**src/rtl/ofmap_bank_scheduler_if.sv**
```systemverilog
// Handshake bundle between the ofmap bank scheduler and its neighbours:
// the config port, the compute FSM and the ofmap readout FSM.
interface ofmap_bank_scheduler_if #(
  parameter int TILE_CNT_WID = 16
);
  logic                    config_en;
  logic [TILE_CNT_WID-1:0] config_num_tiles;
  logic                    compute_bank_done;
  logic                    read_bank_ready_to_switch;
  logic                    switch;
  logic                    one_read_bank_done;
  logic                    ready_to_switch;
  logic                    start_new_read_bank;
  logic                    start_compute_bank;
  logic                    layer_done;
  logic                    busy;
  logic [TILE_CNT_WID-1:0] tiles_read;
  logic                    protocol_err;

  modport master (
    output config_en, config_num_tiles, compute_bank_done,
           read_bank_ready_to_switch, switch, one_read_bank_done,
    input  ready_to_switch, start_new_read_bank, start_compute_bank,
           layer_done, busy, tiles_read, protocol_err
  );

  modport slave (
    input  config_en, config_num_tiles, compute_bank_done,
           read_bank_ready_to_switch, switch, one_read_bank_done,
    output ready_to_switch, start_new_read_bank, start_compute_bank,
           layer_done, busy, tiles_read, protocol_err
  );
endinterface

```
**src/rtl/ofmap_bank_scheduler.sv**
```systemverilog
// Accumulator double-buffer scheduler: hands banks from the compute side to
// the ofmap readout side and counts filled/drained tiles for one layer.
module ofmap_bank_scheduler #(
  parameter int TILE_CNT_WID = 16
) (
  input  logic                  clk,
  input  logic                  rst_n,
  ofmap_bank_scheduler_if.slave bus
);

  typedef enum logic [2:0] {
    S_IDLE,
    S_LAUNCH,
    S_RUN,
    S_SYNC,
    S_RELEASE,
    S_DONE
  } state_t;

  state_t                  state_q, state_d;
  logic [TILE_CNT_WID-1:0] num_tiles_q;
  logic [TILE_CNT_WID-1:0] wr_cnt;
  logic [TILE_CNT_WID-1:0] rd_cnt;
  logic                    compute_busy;
  logic                    fill_pending;
  logic                    protocol_err_q;

  logic config_accept;
  logic wr_more;
  logic fill_evt;
  logic drain_ok;
  logic launch_compute;

  assign config_accept  = (state_q == S_IDLE) && bus.config_en &&
                          (bus.config_num_tiles != '0);
  assign wr_more        = (wr_cnt < num_tiles_q);
  assign fill_evt       = bus.compute_bank_done && compute_busy;
  assign drain_ok       = (rd_cnt < wr_cnt) && (rd_cnt < num_tiles_q);
  assign launch_compute = (state_q == S_LAUNCH) ||
                          ((state_q == S_RELEASE) && wr_more);

  always_ff @(posedge clk) begin
    if (!rst_n) state_q <= S_IDLE;
    else        state_q <= state_d;
  end

  // NOTE: every output and state_d gets a default before the case, so no path
  // leaves a variable unassigned and no latch is inferred.
  always_comb begin
    state_d                 = state_q;
    bus.ready_to_switch     = 1'b0;
    bus.start_new_read_bank = 1'b0;
    bus.start_compute_bank  = launch_compute;
    bus.layer_done          = 1'b0;
    bus.busy                = (state_q != S_IDLE);
    bus.tiles_read          = rd_cnt;
    bus.protocol_err        = protocol_err_q;

    case (state_q)
      S_IDLE:    if (config_accept) state_d = S_LAUNCH;
      S_LAUNCH:  state_d = S_RUN;
      S_RUN: begin
        // A filled bank waiting for a free reader beats the end-of-layer test.
        if (fill_pending && bus.read_bank_ready_to_switch) state_d = S_SYNC;
        else if (rd_cnt == num_tiles_q)                     state_d = S_DONE;
      end
      S_SYNC: begin
        bus.ready_to_switch = 1'b1;
        if (bus.switch) state_d = S_RELEASE;
      end
      S_RELEASE: begin
        bus.start_new_read_bank = 1'b1;
        state_d                 = S_RUN;
      end
      S_DONE: begin
        bus.layer_done = 1'b1;
        state_d        = S_IDLE;
      end
      default:   state_d = S_IDLE;
    endcase
  end

  // NOTE: within this block the last non-blocking assignment to a register
  // wins, which is how the event priorities below are expressed.
  always_ff @(posedge clk) begin
    if (!rst_n) begin
      num_tiles_q    <= '0;
      wr_cnt         <= '0;
      rd_cnt         <= '0;
      compute_busy   <= 1'b0;
      fill_pending   <= 1'b0;
      protocol_err_q <= 1'b0;
    end else begin
      if (bus.compute_bank_done) begin
        if (compute_busy) begin
          if (wr_more) wr_cnt <= wr_cnt + 1'b1;
          compute_busy <= 1'b0;
        end else begin
          protocol_err_q <= 1'b1;
        end
      end

      // Clear-by-switch then set-by-fill: a fill in the swap cycle survives.
      if ((state_q == S_SYNC) && bus.switch) fill_pending <= 1'b0;
      if (fill_evt)                          fill_pending <= 1'b1;

      if (bus.one_read_bank_done) begin
        if (drain_ok) rd_cnt         <= rd_cnt + 1'b1;
        else          protocol_err_q <= 1'b1;
      end

      if (bus.switch && (state_q != S_SYNC)) protocol_err_q <= 1'b1;

      if (launch_compute) compute_busy <= 1'b1;

      if (config_accept) begin
        num_tiles_q <= bus.config_num_tiles;
        wr_cnt      <= '0;
        rd_cnt      <= '0;
      end
    end
  end

endmodule

```
**src/flat_wrapper.sv**
```systemverilog
// flat-port wrapper written by rule: the top's interface ports become plain ports
module ofmap_bank_scheduler_flat 
#(
  parameter int TILE_CNT_WID = 16
)
  (clk, rst_n, bus_config_en, bus_config_num_tiles, bus_compute_bank_done, bus_read_bank_ready_to_switch, bus_switch, bus_one_read_bank_done, bus_ready_to_switch, bus_start_new_read_bank, bus_start_compute_bank, bus_layer_done, bus_busy, bus_tiles_read, bus_protocol_err);
  ofmap_bank_scheduler_if #(.TILE_CNT_WID(TILE_CNT_WID)) bus_i ();
  input  logic clk;
  input  logic rst_n;
  input wire logic [$bits(bus_i.config_en)-1:0] bus_config_en;
  input wire logic [$bits(bus_i.config_num_tiles)-1:0] bus_config_num_tiles;
  input wire logic [$bits(bus_i.compute_bank_done)-1:0] bus_compute_bank_done;
  input wire logic [$bits(bus_i.read_bank_ready_to_switch)-1:0] bus_read_bank_ready_to_switch;
  input wire logic [$bits(bus_i.switch)-1:0] bus_switch;
  input wire logic [$bits(bus_i.one_read_bank_done)-1:0] bus_one_read_bank_done;
  output wire logic [$bits(bus_i.ready_to_switch)-1:0] bus_ready_to_switch;
  output wire logic [$bits(bus_i.start_new_read_bank)-1:0] bus_start_new_read_bank;
  output wire logic [$bits(bus_i.start_compute_bank)-1:0] bus_start_compute_bank;
  output wire logic [$bits(bus_i.layer_done)-1:0] bus_layer_done;
  output wire logic [$bits(bus_i.busy)-1:0] bus_busy;
  output wire logic [$bits(bus_i.tiles_read)-1:0] bus_tiles_read;
  output wire logic [$bits(bus_i.protocol_err)-1:0] bus_protocol_err;
  assign bus_i.config_en = bus_config_en;
  assign bus_i.config_num_tiles = bus_config_num_tiles;
  assign bus_i.compute_bank_done = bus_compute_bank_done;
  assign bus_i.read_bank_ready_to_switch = bus_read_bank_ready_to_switch;
  assign bus_i.switch = bus_switch;
  assign bus_i.one_read_bank_done = bus_one_read_bank_done;
  assign bus_ready_to_switch = bus_i.ready_to_switch;
  assign bus_start_new_read_bank = bus_i.start_new_read_bank;
  assign bus_start_compute_bank = bus_i.start_compute_bank;
  assign bus_layer_done = bus_i.layer_done;
  assign bus_busy = bus_i.busy;
  assign bus_tiles_read = bus_i.tiles_read;
  assign bus_protocol_err = bus_i.protocol_err;
  ofmap_bank_scheduler #(.TILE_CNT_WID(TILE_CNT_WID)) u_core (.clk(clk), .rst_n(rst_n), .bus(bus_i));
endmodule
```
**config.mk**
```make
export PLATFORM = sky130hd
export DESIGN_NAME = ofmap_bank_scheduler_flat
export DESIGN_NICKNAME = d
export VERILOG_FILES = /design/src/rtl/ofmap_bank_scheduler_if.sv /design/src/rtl/ofmap_bank_scheduler.sv /design/src/flat_wrapper.sv
export SDC_FILE = /design/constraint.sdc
export NUM_CORES = 1
export LEC_CHECK = 0
export CAP_MARGIN = 20
export CELL_PAD_IN_SITES_DETAIL_PLACEMENT = 1
export CELL_PAD_IN_SITES_GLOBAL_PLACEMENT = 1
export CORE_MARGIN = 2
export CORE_UTILIZATION = 45
export DETAILED_ROUTE_END_ITERATION = 16
export PLACE_DENSITY_LB_ADDON = 0.1
export SYNTH_ARGS = -nofsm -noshare
export SYNTH_HDL_FRONTEND = slang
export SYNTH_SLANG_ARGS = --single-unit
```
**constraint.sdc**
```tcl
create_clock -name clk -period 3.6 [get_ports clk]
set_clock_uncertainty 0.1 [all_clocks]
set_input_delay 0.72 -clock clk [delete_from_list [all_inputs] [get_ports clk]]
set_output_delay 0.72 -clock clk [all_outputs]
set_load 0.01 [all_outputs]
```
==> impl_summary.txt, run 1 <==
----------------------------------------------------
[Placed design]
  Final GP Congestion ... between 0.8 and 0.9
  Placed wire-length estimate ... between 7000 and 8000 um
  Count of buffers inserted at the top-level ports ... 44
  Placed cell area ... 0.00411 sq mm

[STA]
  Time the worst path needs with I/O delays and setup ... 3490 ps
  Total of endpoints with negative setup slack in the final report ... 0
  Worst relative slew slack ... 62.0%
  Max Clock Freq ... 287 MHz
  Number of failing hold endpoints at the final stage ... 0
  Fraction of the cycle the final worst path needs ... a little over nine tenths
  Final count of pins violating max slew ... 0
  Slew of the pin with the lowest slew margin ... about 570 ps

[Synth]
  Fraction of the yosys area taken by sequential cells ... 30.7%
  Total of flip-flops plus latches after synthesis ... 54
  Synthesized cell area ... 0.00352 sq mm
  Primary FF master, synth ... sky130_fd_sc_hd__dfxtp_1
  Synth Warn # ... 0
  Mean instance size in the synthesized netlist ... between 8 and 9 sq um
  Fraction of registers with async set or reset after synthesis ... 0%
  Count of flip-flops with a built-in enable after synthesis ... 0
  Post-synthesis net count ... 484
  Number of different library cells in the post-synthesis netlist ... 51
  Post-Synthesis Cells ... 413

[Critical path]
  Crit end category ... output pin
  Slowest stage delay, CP ... 450 ps
  Cell chain of the critical path ... ha_1, a211oi_2, o21bai_1, a311oi_2, o21ai_2, or3b_1, a21oi_2, dlygate4sd2_1
  Required time reported for the critical path endpoint ... 2780 ps
  Top delay family on crit path ... compound AO/OA/AOI/OAI gates
  Crit path kind ... reg -> out
  Number of buffer and inverter instances along the worst setup path ... 1
  Sort of element at the start of the critical path ... register
  CP max-delay cell ... sky130_fd_sc_hd__dfxtp_1
  Data arrival time at the worst-slack endpoint ... 2670 ps
  Highest fanout seen on the critical path ... 4

[Pwr]
  P_leak ... 1.70 nW
  Overall power of the completed layout ... 0.00165 W
  Power per cell area ... a little under 400 mW/mm^2
  Worst ir drop on vdd ... 0.233 mV

[Finish]
  Nets ... 533
  Highest-count cells in the layout ignoring fill and taps ... sky130_fd_sc_hd__dfxtp_1, sky130_fd_sc_hd__ha_1, sky130_fd_sc_hd__clkdlybuf4s50_1
  Most common library cell in the layout ignoring fill and taps ... sky130_fd_sc_hd__dfxtp_1
  Number of antenna cells inserted ... 0
  Number of filler cells placed in the layout ... 909
  Summed area of non-filler cells in the final layout ... about 0.0042 sq mm
  Synthesis-to-layout area growth ... 19.9%
  Fraction of layout instances using a drive strength above 1 ... 6.05%

[GRT]
  Global-route wire length before repair ... 15700 um
  Number of antenna violations at the first check in global routing ... 0
  Pin count of the biggest net entering global routing ... 30
  Vias in the first global route ... 3267
  Total overflow reported by the global router ... 0
  Total track usage ... 23.1%

[Route]
  Top layer in use ... met4
  Per-cell via count in the routed design ... 5.58
  Number of detailed-routing iterations run before antenna repair ... 4
  Met3 wire length ... 255 um
  Detailed-route wire length on metal 1 ... 4490 um
  DRC violations left ... 0
  Final Routed Wirelength ... 9700 um
  Sum of met2 wire segment lengths after detailed routing ... about 4800 um
  Count of nets left with antenna violations after detail routing ... 0
  DRC marker count from the first detailed-route iteration ... 119
  Via Count ... ~3200
  Drt wl/cell ... ~17 um

[CTS]
  TritonCTS sink count ... 54
  CTS tree ... done
  Hold buffer count at CTS ... 0
  Deepest level of the CTS H-tree ... 2
  Number of buffers created by CTS ... 5
  Later-pin clock latency in the skew report ... 320 ps
  Root Driver ... sky130_fd_sc_hd__clkbuf_8
  Maximum count of clock buffers along a single path ... 2
  Clock transition time at the flip-flop clock pins of the worst setup and hold paths ... approximately 100 ps
  # Post-CTS Setup Buffers ... 0

[Floorplan]
  Row Count ... 32
  Height of the chip ... roughly 93 um
  Top-Level Pins ... 45
  Floorplan core area ... 0.00765 sq mm
  Die area ... around 0.0086 sq mm
  Effective utilization at floorplan ... 46.1%
  Horizontal die dimension ... 92.5 um

[Flow run]
  Max-capacitance violation count ... 0

[Run status]
  Status ... complete, no violations

[Min path]
  Type of the worst min-delay path ... reg -> reg

----------------------------------------------------
## area by class of cell
| class | instances | area (sq um) | area share (%) |
|---|---|---|---|
| multi-input combinational | 308 | 2250 | 53.3 |
| sequential | 54 | 1080 | 25.6 |
| timing repair buffer | 52 | 499 | 11.8 |
| inverter | 41 | 154 | 3.64 |
| tap | 102 | 128 | 3.02 |
| clock buffer | 8 | 110 | 2.61 |
## through the flow
step / hold slack [ps] / std cells / TNS [ps] / setup WS, ps / util, %
6_report: 417 / 565 / 0 / 113 / 55.3
5_1_grt: 455 / 565 / -39.5 / -39.5 / 55.3
3_5_place_dp: 403 / 557 / 0 / 214 / 53.7
4_1_cts: 420 / 565 / 0 / 131 / 55.2
2_1_floorplan: 371 / 413 / 0 / 791 / -
3_3_place_gp: 392 / 557 / 0 / 251 / 53.7
## cell usage after synthesis (4+ instances only)
master | number | area share (%)
sky130_fd_sc_hd__or3_1 | 7 | 1.2
sky130_fd_sc_hd__mux2i_1 | 16 | 4.5
sky130_fd_sc_hd__buf_2 | 4 | 0.57
sky130_fd_sc_hd__nor3_1 | 11 | 1.6
sky130_fd_sc_hd__nor4_1 | 11 | 2.0
sky130_fd_sc_hd__nand2b_1 | 4 | 0.71
sky130_fd_sc_hd__and2_1 | 4 | 0.71
sky130_fd_sc_hd__xnor2_1 | 16 | 4.0
sky130_fd_sc_hd__nand2_1 | 25 | 2.7
sky130_fd_sc_hd__and4_1 | 4 | 0.99
sky130_fd_sc_hd__nand4_1 | 15 | 2.7
sky130_fd_sc_hd__inv_1 | 41 | 4.4
sky130_fd_sc_hd__o21ai_0 | 17 | 2.4
sky130_fd_sc_hd__o21a_1 | 5 | 1.1
sky130_fd_sc_hd__ha_1 | 48 | 17
sky130_fd_sc_hd__nand3_1 | 9 | 1.3
sky130_fd_sc_hd__nor2b_1 | 18 | 3.2
sky130_fd_sc_hd__nor2_1 | 30 | 3.2
sky130_fd_sc_hd__clkbuf_1 | 6 | 0.64
sky130_fd_sc_hd__and3_1 | 4 | 0.71
sky130_fd_sc_hd__a21oi_1 | 21 | 3.0
sky130_fd_sc_hd__dfxtp_1 | 54 | 31
sky130_fd_sc_hd__a21o_1 | 5 | 1.1
## cells by family (layout without fill, tap and decap cells)
kind of cell               after synthesis  count (layout)  synth area share (%)
buffers and inverters                   51             101                  5.57
muxes                                   16              16                  4.54
xor gates and xnor gates                17              17                  4.22
and+or+nand+nor                        150             150                  22.7
DFF                                     54              54                  30.7
AOI/OAI and AO/OA                       77              77                  15.2
adders and majority gates               48              48                  17.0
## what timing repair did
item                                   CTS  global route
gates resized for setup                  2             1
setup endpoints to repair                1             1
pin swaps                                0             1
endpoints found under the hold margin    0             0
gates cloned                             0             0
## worst min-delay path, stage by stage, from the launching register on
cell and delay (ps):
sky130_fd_sc_hd__dfxtp_1 340, sky130_fd_sc_hd__o21ai_0 70, sky130_fd_sc_hd__a21boi_0 70
## sequential cells by signal (all words and copies together), names as in the netlist
register,flops
u_core.bus.tiles_read,16
u_core.num_tiles_q,16
u_core.compute_busy,1
u_core.wr_cnt,16
u_core.state_q,3
u_core.fill_pending,1
u_core.bus.protocol_err,1
## final timing paths
| path | endpoint | slack (ps) | startpoint | depth (start not counted) |
|---|---|---|---|---|
| max | bus_start_compute_bank | 110 | u_core.wr_cnt[5] | 8 |
| min | u_core.fill_pending | 420 | u_core.fill_pending | 2 |
| max reg2reg | u_core.bus.tiles_read[15] | 750 | u_core.wr_cnt[9] | 8 |
| min reg2reg | u_core.fill_pending | 420 | u_core.fill_pending | 2 |
## power breakdown
| group | leakage, nW | switching, W | internal [W] |
|---|---|---|---|
| sequential | 0.439 | 0.0000508 | 0.000649 |
| combinational | 1.20 | 0.000311 | 0.000234 |
| clock | 0.0575 | 0.000213 | 0.000195 |
| total | 1.70 | 0.000574 | 0.00108 |
## metal layers
| metal | vias to the layer above | track usage (%) |
|---|---|---|
| met1 | 1516 | 28.6 |
| met4 | 0 | 5.72 |
| met3 | 9 | 2.69 |
| met5 | - | 0 |
| li1 | 1568 | - |
| met2 | 60 | 42.5 |
(Power assumes the default switching activity.)
==> inputs of run 2 (changes only) <==
MAX_ROUTING_LAYER = met4   (was not set)
REMOVE_ABC_BUFFERS = 1   (was not set)
==> impl_summary.txt, run 2 (same netlist as run 1, synthesis figures left out) <==
----------------------------------------------------
[Pwr]
  Relative contribution of sequential cells to total power ... 43.7%
  Sw Ratio ... 35.1%
  Combinational share of power ... 33.3%
  Power per cell area ... approximately 380 mW/mm^2
  Share of total power in the clock network ... 23.0%
  Internal power consumption ... about 0.0010 W
  Worst ir drop on vdd ... 0.194 mV
  P_leak ... around 1.7 nW
  Net Sw Power ... 0.000560 W

[CTS]
  CTS tree ... done
  Number of buffers created by CTS ... 5
  # Post-CTS Setup Buffers ... 0
  Hold buffer count at CTS ... 0
  Clock transition time at the flip-flop clock pins of the worst setup and hold paths ... 100 ps
  Deepest level of the CTS H-tree ... 2
  Maximum count of clock buffers along a single path ... 2
  Root Driver ... sky130_fd_sc_hd__clkbuf_8
  TritonCTS sink count ... 54
  Later-pin clock latency in the skew report ... just over 300 ps

[GRT]
  Total track usage ... 23.8%
  Met2 usage ... 41.3%
  Number of antenna violations at the first check in global routing ... 0
  Global route hottest layer ... met2
  Total overflow reported by the global router ... 0
  Vias in the first global route ... 3282
  Pin count of the biggest net entering global routing ... 30
  Met3 track demand over resource in global routing ... 3.17%
  Global-route wire length before repair ... 15800 um
  GRT met1 Usage ... 29.2%

[STA]
  Unrepaired setup endpoints after global routing ... no
  Max Clock Freq ... 289 MHz
  Final count of pins violating max slew ... 0
  Number of failing hold endpoints at the final stage ... 0
  Slew of the pin with the lowest slew margin ... around 540 ps
  Worst relative slew slack ... 63.6%
  Total of endpoints with negative setup slack in the final report ... 0
  Time the worst path needs with I/O delays and setup ... 3460 ps
  Post-route setup TNS ... 0 ps
  Fraction of the cycle the final worst path needs ... 96.1%

[Finish]
  Share of the core filled with cells ... ~55%
  Number of filler cells placed in the layout ... 913
  Synthesis-to-layout area growth ... 19.3%
  Most common library cell in the layout ignoring fill and taps ... sky130_fd_sc_hd__dfxtp_1
  Number of antenna cells inserted ... 0
  Fraction of layout instances using a drive strength above 1 ... roughly 5.6%
  Number of standard cells in the layout, taps in and fillers out ... 565
  Highest-count cells in the layout ignoring fill and taps ... sky130_fd_sc_hd__dfxtp_1, sky130_fd_sc_hd__ha_1, sky130_fd_sc_hd__clkdlybuf4s50_1
  Nets ... 533

[Floorplan]
  Effective utilization at floorplan ... between 40% and 50%
  Top-Level Pins ... 45
  Floorplan core area ... 0.00765 sq mm
  Die area ... 0.00856 sq mm
  Row Count ... 32
  Height of the chip ... 92.5 um
  Horizontal die dimension ... about 90 um

[Critical path]
  Sort of element at the start of the critical path ... register
  Data arrival time at the worst-slack endpoint ... ~2600 ps
  Number of buffer and inverter instances along the worst setup path ... 2
  Crit end category ... output pin
  CP max-delay cell ... sky130_fd_sc_hd__a2111o_1
  Top delay family on crit path ... compound AO/OA/AOI/OAI gates
  Cell chain of the critical path ... inv_1, ha_1, a2111o_1, a311oi_2, o21ai_2, or3b_1, a21oi_2, dlygate4sd2_1
  Highest fanout seen on the critical path ... 2
  Internal reg-to-reg setup slack ... 820 ps
  Crit path kind ... reg -> out
  Slowest stage delay, CP ... 390 ps
  Required time reported for the critical path endpoint ... 2780 ps

[Run status]
  Status ... complete, no violations

[Route]
  Number of detailed-routing iterations run before antenna repair ... 4
  Per-cell via count in the routed design ... 5.59
  DRC marker count from the first detailed-route iteration ... about 110
  Count of nets left with antenna violations after detail routing ... 0
  Final Routed Wirelength ... between 9000 and 10000 um
  Drt wl/cell ... 16.6 um
  Via Count ... 3161
  DRC violations left ... 0

[Placed design]
  Final GP Congestion ... 0.876
  Count of buffers inserted at the top-level ports ... 44
  Placed wire-length estimate ... 7560 um
  Dpl cells ... between 500 and 600

[Min path]
  Type of the worst min-delay path ... reg -> reg

[Flow run]
  Max-capacitance violation count ... 0

----------------------------------------------------
## run 2: final cells by class
class	instances	area, sq um	area share, %
Clock buffer	7	86.3	2.05
Clock inverter	1	5.00	0.119
Inverter	41	154	3.66
Multi-Input combinational cell	308	2250	53.6
Sequential cell	54	1080	25.7
Tap cell	102	128	3.03
Timing Repair Buffer	52	499	11.9
## run 2: per-layer routing
metal  wire length, um  vias to the layer above
met2              4520                       56
met3               231                       18
met5                 0                        -
met1              4460                     1517
met4               182                        0
li1                  -                     1570
## run 2: path summary, 6_finish.rpt
kind                         start                         to  cells past startpoint
min reg2reg    u_core.fill_pending        u_core.fill_pending                      2
min            u_core.fill_pending        u_core.fill_pending                      2
max reg2reg       u_core.wr_cnt[9]  u_core.bus.tiles_read[13]                      8
max          u_core.num_tiles_q[1]     bus_start_compute_bank                      8
## run 2: power by group through the flow
stage / clock network (W) / logic, W / registers [W]
finish: 0.000367 / 0.000532 / 0.000697
global placement: 0 / 0.000517 / 0.000708
global route: 0.000398 / 0.000593 / 0.000706
CTS: 0.000380 / 0.000536 / 0.000697
floorplan: 0 / 0.000344 / 0.000697
detailed placement: 0 / 0.000536 / 0.000711
## run 2: repair_timing
item                       CTS  global route
gates resized for setup      1             1
setup endpoints to repair    1             1
hold endpoints to repair     0             0
cloned                       0             0
## run 2: tightest hold or removal path, delay by kind of cell, from the launching register on
family | cells | cell delay (ps)
flops | 1 | 330
compound gates | 2 | 140
## run 2: per-stage QoR
step                      hold WS (ps)  instance area, sq um  worst slack (ps)  power [W]
after floorplan                    371                  3480               712    0.00104
after global placement             391                  4110               257    0.00122
after detailed placement           412                  4110               213    0.00125
after CTS                          430                  4200               106    0.00161
after global routing               449                  4210              17.4    0.00170
final                              414                  4210               142    0.00160
